==> src/rtl/ram_rr_arbiter.sv <==
// Round-robin arbiter that shares one single-port RAM between NUM_REQ requesters.
// It grants one transaction at a time and routes read data back to the requester that issued it.
module ram_rr_arbiter #(
    parameter int NUM_REQ    = 4,
    parameter int ADDR_WIDTH = 8,
    parameter int DATA_WIDTH = 8,
    parameter int RD_LATENCY = 1
) (
    input  logic                          clk,
    input  logic                          rst,
    input  logic [NUM_REQ-1:0]            req_valid,
    input  logic [NUM_REQ-1:0]            req_we,
    input  logic [NUM_REQ*ADDR_WIDTH-1:0] req_addr,
    input  logic [NUM_REQ*DATA_WIDTH-1:0] req_wdata,
    output logic [NUM_REQ-1:0]            req_ready,
    output logic [NUM_REQ-1:0]            rsp_valid,
    output logic [DATA_WIDTH-1:0]         rsp_rdata,
    output logic                          ram_en,
    output logic                          ram_we,
    output logic [ADDR_WIDTH-1:0]         ram_addr,
    output logic [DATA_WIDTH-1:0]         ram_din,
    input  logic [DATA_WIDTH-1:0]         ram_dout,
    output logic                          busy
);

    localparam int IDW  = (NUM_REQ > 1) ? $clog2(NUM_REQ) : 1;
    localparam int CNTW = $clog2(RD_LATENCY + 1);

    typedef enum logic [1:0] {IDLE, ISSUE, WAIT, RESP} state_t;

    state_t                 state_q, state_d;
    logic [IDW-1:0]         ptr_q, ptr_d;
    logic [IDW-1:0]         id_q, id_d;
    logic                   we_q, we_d;
    logic [ADDR_WIDTH-1:0]  addr_q, addr_d;
    logic [DATA_WIDTH-1:0]  wdata_q, wdata_d;
    logic [CNTW-1:0]        cnt_q, cnt_d;

    logic [NUM_REQ-1:0]     req_ready_q, req_ready_d;
    logic [NUM_REQ-1:0]     rsp_valid_q, rsp_valid_d;
    logic [DATA_WIDTH-1:0]  rsp_rdata_q, rsp_rdata_d;
    logic                   ram_en_q, ram_en_d;
    logic                   ram_we_q, ram_we_d;
    logic [ADDR_WIDTH-1:0]  ram_addr_q, ram_addr_d;
    logic [DATA_WIDTH-1:0]  ram_din_q, ram_din_d;
    logic                   busy_q, busy_d;

    logic [ADDR_WIDTH-1:0]  addr_arr  [NUM_REQ];
    logic [DATA_WIDTH-1:0]  wdata_arr [NUM_REQ];
    logic                   grant_found;
    logic [IDW-1:0]         grant_id;
    logic [IDW-1:0]         cand;

    for (genvar g = 0; g < NUM_REQ; g++) begin : g_unpack
        assign addr_arr[g]  = req_addr[g*ADDR_WIDTH +: ADDR_WIDTH];
        assign wdata_arr[g] = req_wdata[g*DATA_WIDTH +: DATA_WIDTH];
    end

    // Search starts just after the last winner, so the last winner has the lowest priority.
    always_comb begin
        // NOTE: every combinational output gets a default first so no path can infer a latch.
        grant_found = 1'b0;
        grant_id    = '0;
        cand        = '0;
        for (int i = 1; i <= NUM_REQ; i++) begin
            cand = IDW'((int'(ptr_q) + i) % NUM_REQ);
            if (!grant_found && req_valid[cand]) begin
                grant_found = 1'b1;
                grant_id    = cand;
            end
        end
    end

    always_comb begin
        state_d     = state_q;
        ptr_d       = ptr_q;
        id_d        = id_q;
        we_d        = we_q;
        addr_d      = addr_q;
        wdata_d     = wdata_q;
        cnt_d       = cnt_q;
        rsp_rdata_d = rsp_rdata_q;
        case (state_q)
            IDLE: begin
                if (grant_found) begin
                    state_d = ISSUE;
                    ptr_d   = grant_id;
                    id_d    = grant_id;
                    we_d    = req_we[grant_id];
                    addr_d  = addr_arr[grant_id];
                    wdata_d = wdata_arr[grant_id];
                end
            end
            ISSUE: begin
                if (we_q) begin
                    state_d = IDLE;
                end else begin
                    state_d = WAIT;
                    cnt_d   = CNTW'(RD_LATENCY);
                end
            end
            WAIT: begin
                cnt_d = cnt_q - 1'b1;
                if (cnt_q == CNTW'(1)) begin
                    state_d     = RESP;
                    rsp_rdata_d = ram_dout;
                end
            end
            RESP:    state_d = IDLE;
            default: state_d = IDLE;
        endcase
    end

    // Outputs are decoded from the next state so that, once registered, they line up with it.
    always_comb begin
        req_ready_d = '0;
        rsp_valid_d = '0;
        ram_en_d    = 1'b0;
        ram_we_d    = 1'b0;
        ram_addr_d  = '0;
        ram_din_d   = '0;
        busy_d      = (state_d != IDLE);
        if (state_d == ISSUE) begin
            req_ready_d = NUM_REQ'(1) << id_d;
            ram_en_d    = 1'b1;
            ram_we_d    = we_d;
            ram_addr_d  = addr_d;
            ram_din_d   = wdata_d;
        end
        if (state_d == RESP) begin
            rsp_valid_d = NUM_REQ'(1) << id_q;
        end
    end

    always_ff @(posedge clk) begin
        // NOTE: sequential state uses non-blocking assignments so all registers update from the same old values.
        if (rst) begin
            state_q     <= IDLE;
            ptr_q       <= IDW'(NUM_REQ - 1);
            id_q        <= '0;
            we_q        <= 1'b0;
            addr_q      <= '0;
            wdata_q     <= '0;
            cnt_q       <= '0;
            req_ready_q <= '0;
            rsp_valid_q <= '0;
            rsp_rdata_q <= '0;
            ram_en_q    <= 1'b0;
            ram_we_q    <= 1'b0;
            ram_addr_q  <= '0;
            ram_din_q   <= '0;
            busy_q      <= 1'b0;
        end else begin
            state_q     <= state_d;
            ptr_q       <= ptr_d;
            id_q        <= id_d;
            we_q        <= we_d;
            addr_q      <= addr_d;
            wdata_q     <= wdata_d;
            cnt_q       <= cnt_d;
            req_ready_q <= req_ready_d;
            rsp_valid_q <= rsp_valid_d;
            rsp_rdata_q <= rsp_rdata_d;
            ram_en_q    <= ram_en_d;
            ram_we_q    <= ram_we_d;
            ram_addr_q  <= ram_addr_d;
            ram_din_q   <= ram_din_d;
            busy_q      <= busy_d;
        end
    end

    assign req_ready = req_ready_q;
    assign rsp_valid = rsp_valid_q;
    assign rsp_rdata = rsp_rdata_q;
    assign ram_en    = ram_en_q;
    assign ram_we    = ram_we_q;
    assign ram_addr  = ram_addr_q;
    assign ram_din   = ram_din_q;
    assign busy      = busy_q;

endmodule

==> config.mk <==
export PLATFORM = sky130hd
export DESIGN_NAME = ram_rr_arbiter
export DESIGN_NICKNAME = d
export VERILOG_FILES = /design/src/rtl/ram_rr_arbiter.sv
export SDC_FILE = /design/constraint.sdc
export NUM_CORES = 1
export LEC_CHECK = 0
export CAP_MARGIN = 20
export CORE_MARGIN = 2
export CORE_UTILIZATION = 39
export CTS_BUF_LIST = sky130_fd_sc_hd__clkbuf_16
export DETAILED_ROUTE_END_ITERATION = 7
export PLACE_DENSITY = 0.85
export SYNTH_ARGS = -nofsm -noshare
export SYNTH_HDL_FRONTEND = slang
export SYNTH_SLANG_ARGS = --single-unit
==> constraint.sdc <==
create_clock -name clk -period 4.2 [get_ports clk]
set_input_delay 0.84 -clock clk [delete_from_list [all_inputs] [get_ports clk]]
set_output_delay 0.84 -clock clk [all_outputs]
set_load 0.01 [all_outputs]
==> impl_metrics.json <==
{
  "h-tree-depth": 2,
  "outcome": "finished, final reports clean",
  "cts_tree": "yes",
  "port_buffers": 116,
  "period_needed_ns": 2.86,
  "holdBufCountCts": 0,
  "wirelength_met1_mm": 2.18,
  "final_wirelength_mm": 5.32,
  "rsz0062_at_grt": "no",
  "syn-mean-instance-area_um2": 10.2,
  "routed.top_layer": "met4",
  "hold_path_startpoint": "rsp_rdata[2]",
  "ant_nets": 0,
  "cts_post_setup_buffers_inserted": 0,
  "critical_path.n_buffers_inverters": 2,
  "yosysSeqAreaShare_pct": 46.4,
  "number_of_flops_mapped_to_enable_cells_by_yosys": 0,
  "grt_antenna_before_repair": 0,
  "worst-endpoint-arrival_ns": 2.99,
  "dpl.cell_count": 338,
  "cts-resized-gates": 0,
  "area_growth_syn_to_layout_pct": 67.9,
  "detailedRoute.firstPassIterationCount": 4,
  "power_per_cell_area_nw_per_um2": 405,
  "dp_hpwl_mm": 4.08,
  "worstPathRequired_ns": 4.34,
  "detailroute.via_count": 1745,
  "final_cells": 346,
  "worstHoldPathType": "reg2reg",
  "yosys_register_bits": 43,
  "grt_pass1_vias": 1603,
  "postSynth.asyncResetShare_pct": 0,
  "ys.flop_type": "dfxtp_1",
  "groute.usage.overall_pct": 18.7,
  "die_h_um": 73.0,
  "insertedDiodeCount": 0,
  "rr_endpoint": "ram_din[4]",
  "grt_max_degree": 26,
  "clk_root_buffer_cell": "clkbuf_16",
  "num-nets-final": 373,
  "detailroute.wirelength.met2_mm": 2.85,
  "design.portCount": 117,
  "gpl.final_weighted_congestion": 0.822,
  "regToRegSetupSlack_ns": 2.03,
  "fin_skew_ns": 0.00588,
  "part_of_the_cycle_the_worst_path_needs_pct": 68.0,
  "worst-setup-path-type": "in2reg",
  "critPathCaptureType": "register",
  "final_number_of_max_transition_violations": 0,
  "worst_hold_path.endpoint": "rsp_rdata[2]",
  "reg2regPathDepth": 6,
  "peak_vdd_ir_v": 0.000218,
  "max-slew-margin-rel_pct": 48.2,
  "crit_fanout": 25,
  "synth.lib_cells_used.distinct": 33,
  "area_occupied_by_multi_input_gates_um2": 856,
  "fin_setup_tns_ns": 0,
  "critical_path_s_slowest_cell": "o221a_2",
  "critical_path.reg2reg.startpoint": "ptr_q[1]",
  "clk_pin_slew_ns": 0.06,
  "finalSetupViolations": 0,
  "fmaxAchievable_mhz": 350,
  "p_leak_nw": 1.24,
  "timing.critical_path.cells": "clkdlybuf4s50_1 > nor2b_1 > a21oi_1 > o221a_2 > buf_4 > mux2i_1 > o22ai_1",
  "remaining_drc_errors": 0,
  "first_pass_grt_wire_length_mm": 7.71,
  "timing_worst_slew_pin_value_ns": 0.777,
  "placementRows": 25,
  "drtIter0Drc": 121,
  "mappedNetlistNets": 264,
  "cp_slowest_stage_delay_ns": 0.73,
  "grt_overflow": 0,
  "critPathLaunchType": "input port",
  "die_width_um": 73.0,
  "critPathTopFamily": "compound AO/OA/AOI/OAI gates",
  "design.core.area_um2": 4660,
  "hold_depth": 2,
  "syn-cell-area_um2": 1850,
  "tritoncts_num_sinks": 43,
  "layout.area.seq_um2": 861,
  "cts.path.max_buffers": 2,
  "clock_latency_ns": 0.28,
  "routed_wire_length_per_instance_um": 15.4,
  "initial_core_util_pct": 39.8,
  "final_layout_size_suffix_gt1_share_pct": 5.48,
  "dr_wl_met3_um": 200,
  "yosysWarnings": 0,
  "routed_via_density": 5.04,
  "n_fill_cell": 357,
  "numCtsBuffers": 5,
  "max-cap-violations": 0,
  "final_hold_fails": 0,
  "synth_cells": 182,
  "die_outline_area_um2": 5320
}
==> routing by layer <==
metal  track usage [%]  vias up
li1                  -      870
met3              4.70        6
met4              4.73        0
met5                 0        -
met1              23.0      819
met2              32.5       50
==> registers in the layout, summed over array words and instances, names as in the netlist, 2 cells and up <==
name and flops:
rsp_rdata 8, req_ready 4, rsp_valid 4, ram_din 8, ram_addr 8, ptr_q 2, id_q 2, state_q 2
==> where the power goes <==
part,switching [mW],internal [mW]
combinational,0.163,0.224
clock,0.156,0.219
sequential,0.0360,0.464
==> cells in the final DEF, fill, tap and decap left out, drive strengths merged <==
cell	n
clkdlybuf4s50	116
dfxtp	43
mux2i	35
o22ai	17
a21oi	15
nand2	15
nor2	9
nand3	8
clkbuf	5
nor2b	3
buf	3
o31ai	3
and2b	2
and3	2
clkinv	2
and3b	1
or2	1
or3	1
o221a	1
o31a	1
or3b	1
nand2b	1
a211o	1
o221ai	1
xnor2	1
a31oi	1
nor4b	1
nor4	1
clkinvlp	1
==> synthesized netlist by cell type (2+ instances only) <==
library cell,n,area (µm²)
a21oi_1,15,75.1
and2b_1,2,15.0
and3_1,2,12.5
buf_2,2,10.0
buf_4,2,15.0
buf_6,8,90.1
clkbuf_1,3,11.3
dfxtp_1,43,861
mux2i_1,35,350
nand2_1,14,52.6
nand3_1,8,40.0
nor2_1,9,33.8
nor2b_1,3,18.8
o22ai_1,17,106
==> worst max-delay path by stage <==
stage	from	to	cells after the start
after global routing	req_valid[1]	ram_din[1]	7
after CTS	req_valid[1]	ram_din[4]	7
after global placement	req_valid[0]	ram_din[3]	7
final	req_valid[1]	ram_din[4]	7
after detailed placement	req_valid[1]	ram_din[4]	7
after floorplan	req_valid[2]	we_q	6
==> cell type report <==
cell class,count,share of cell area [%]
clock inverter,3,0.643
timing repair buffer,119,38.0
multi-input combinational,122,27.5
tap,54,2.17
sequential,43,27.7
clock buffer,5,4.02
==> stage by stage <==
step | total power, mW | utilization, % | area [µm²] | hold slack (ns) | setup slack, ns
after global routing | 1.32 | 66.8 | 3110 | 0.479 | 1.23
after CTS | 1.27 | 66.8 | 3110 | 0.459 | 1.32
final | 1.26 | 66.8 | 3110 | 0.455 | 1.34
after floorplan | 0.730 | - | 1850 | 0.424 | 2.11
after detailed placement | 0.895 | 63.7 | 2970 | 0.451 | 1.04
after global placement | 0.887 | 63.7 | 2970 | 0.442 | 1.13
==> worst reg2reg max path, cell delays in order, from the launching register on <==
cell,delay (ns)
dfxtp_1,0.44
nand2_1,0.08
a21oi_1,0.14
o221a_2,0.73
buf_4,0.32
mux2i_1,0.22
o22ai_1,0.10
==> cell families (layout without fill, tap and decap cells) <==
group / after synthesis / in the layout / synth area share [%]
muxes: 35 / 35 / 18.9
buffers and inverters: 17 / 127 / 7.42
AOI/OAI and AO/OA: 40 / 40 / 14.4
xor gates and xnor gates: 1 / 1 / 0.472
DFF: 43 / 43 / 46.4
and+or+nand+nor: 46 / 46 / 12.4
Note: power is estimated with default switching activity, not from simulation.
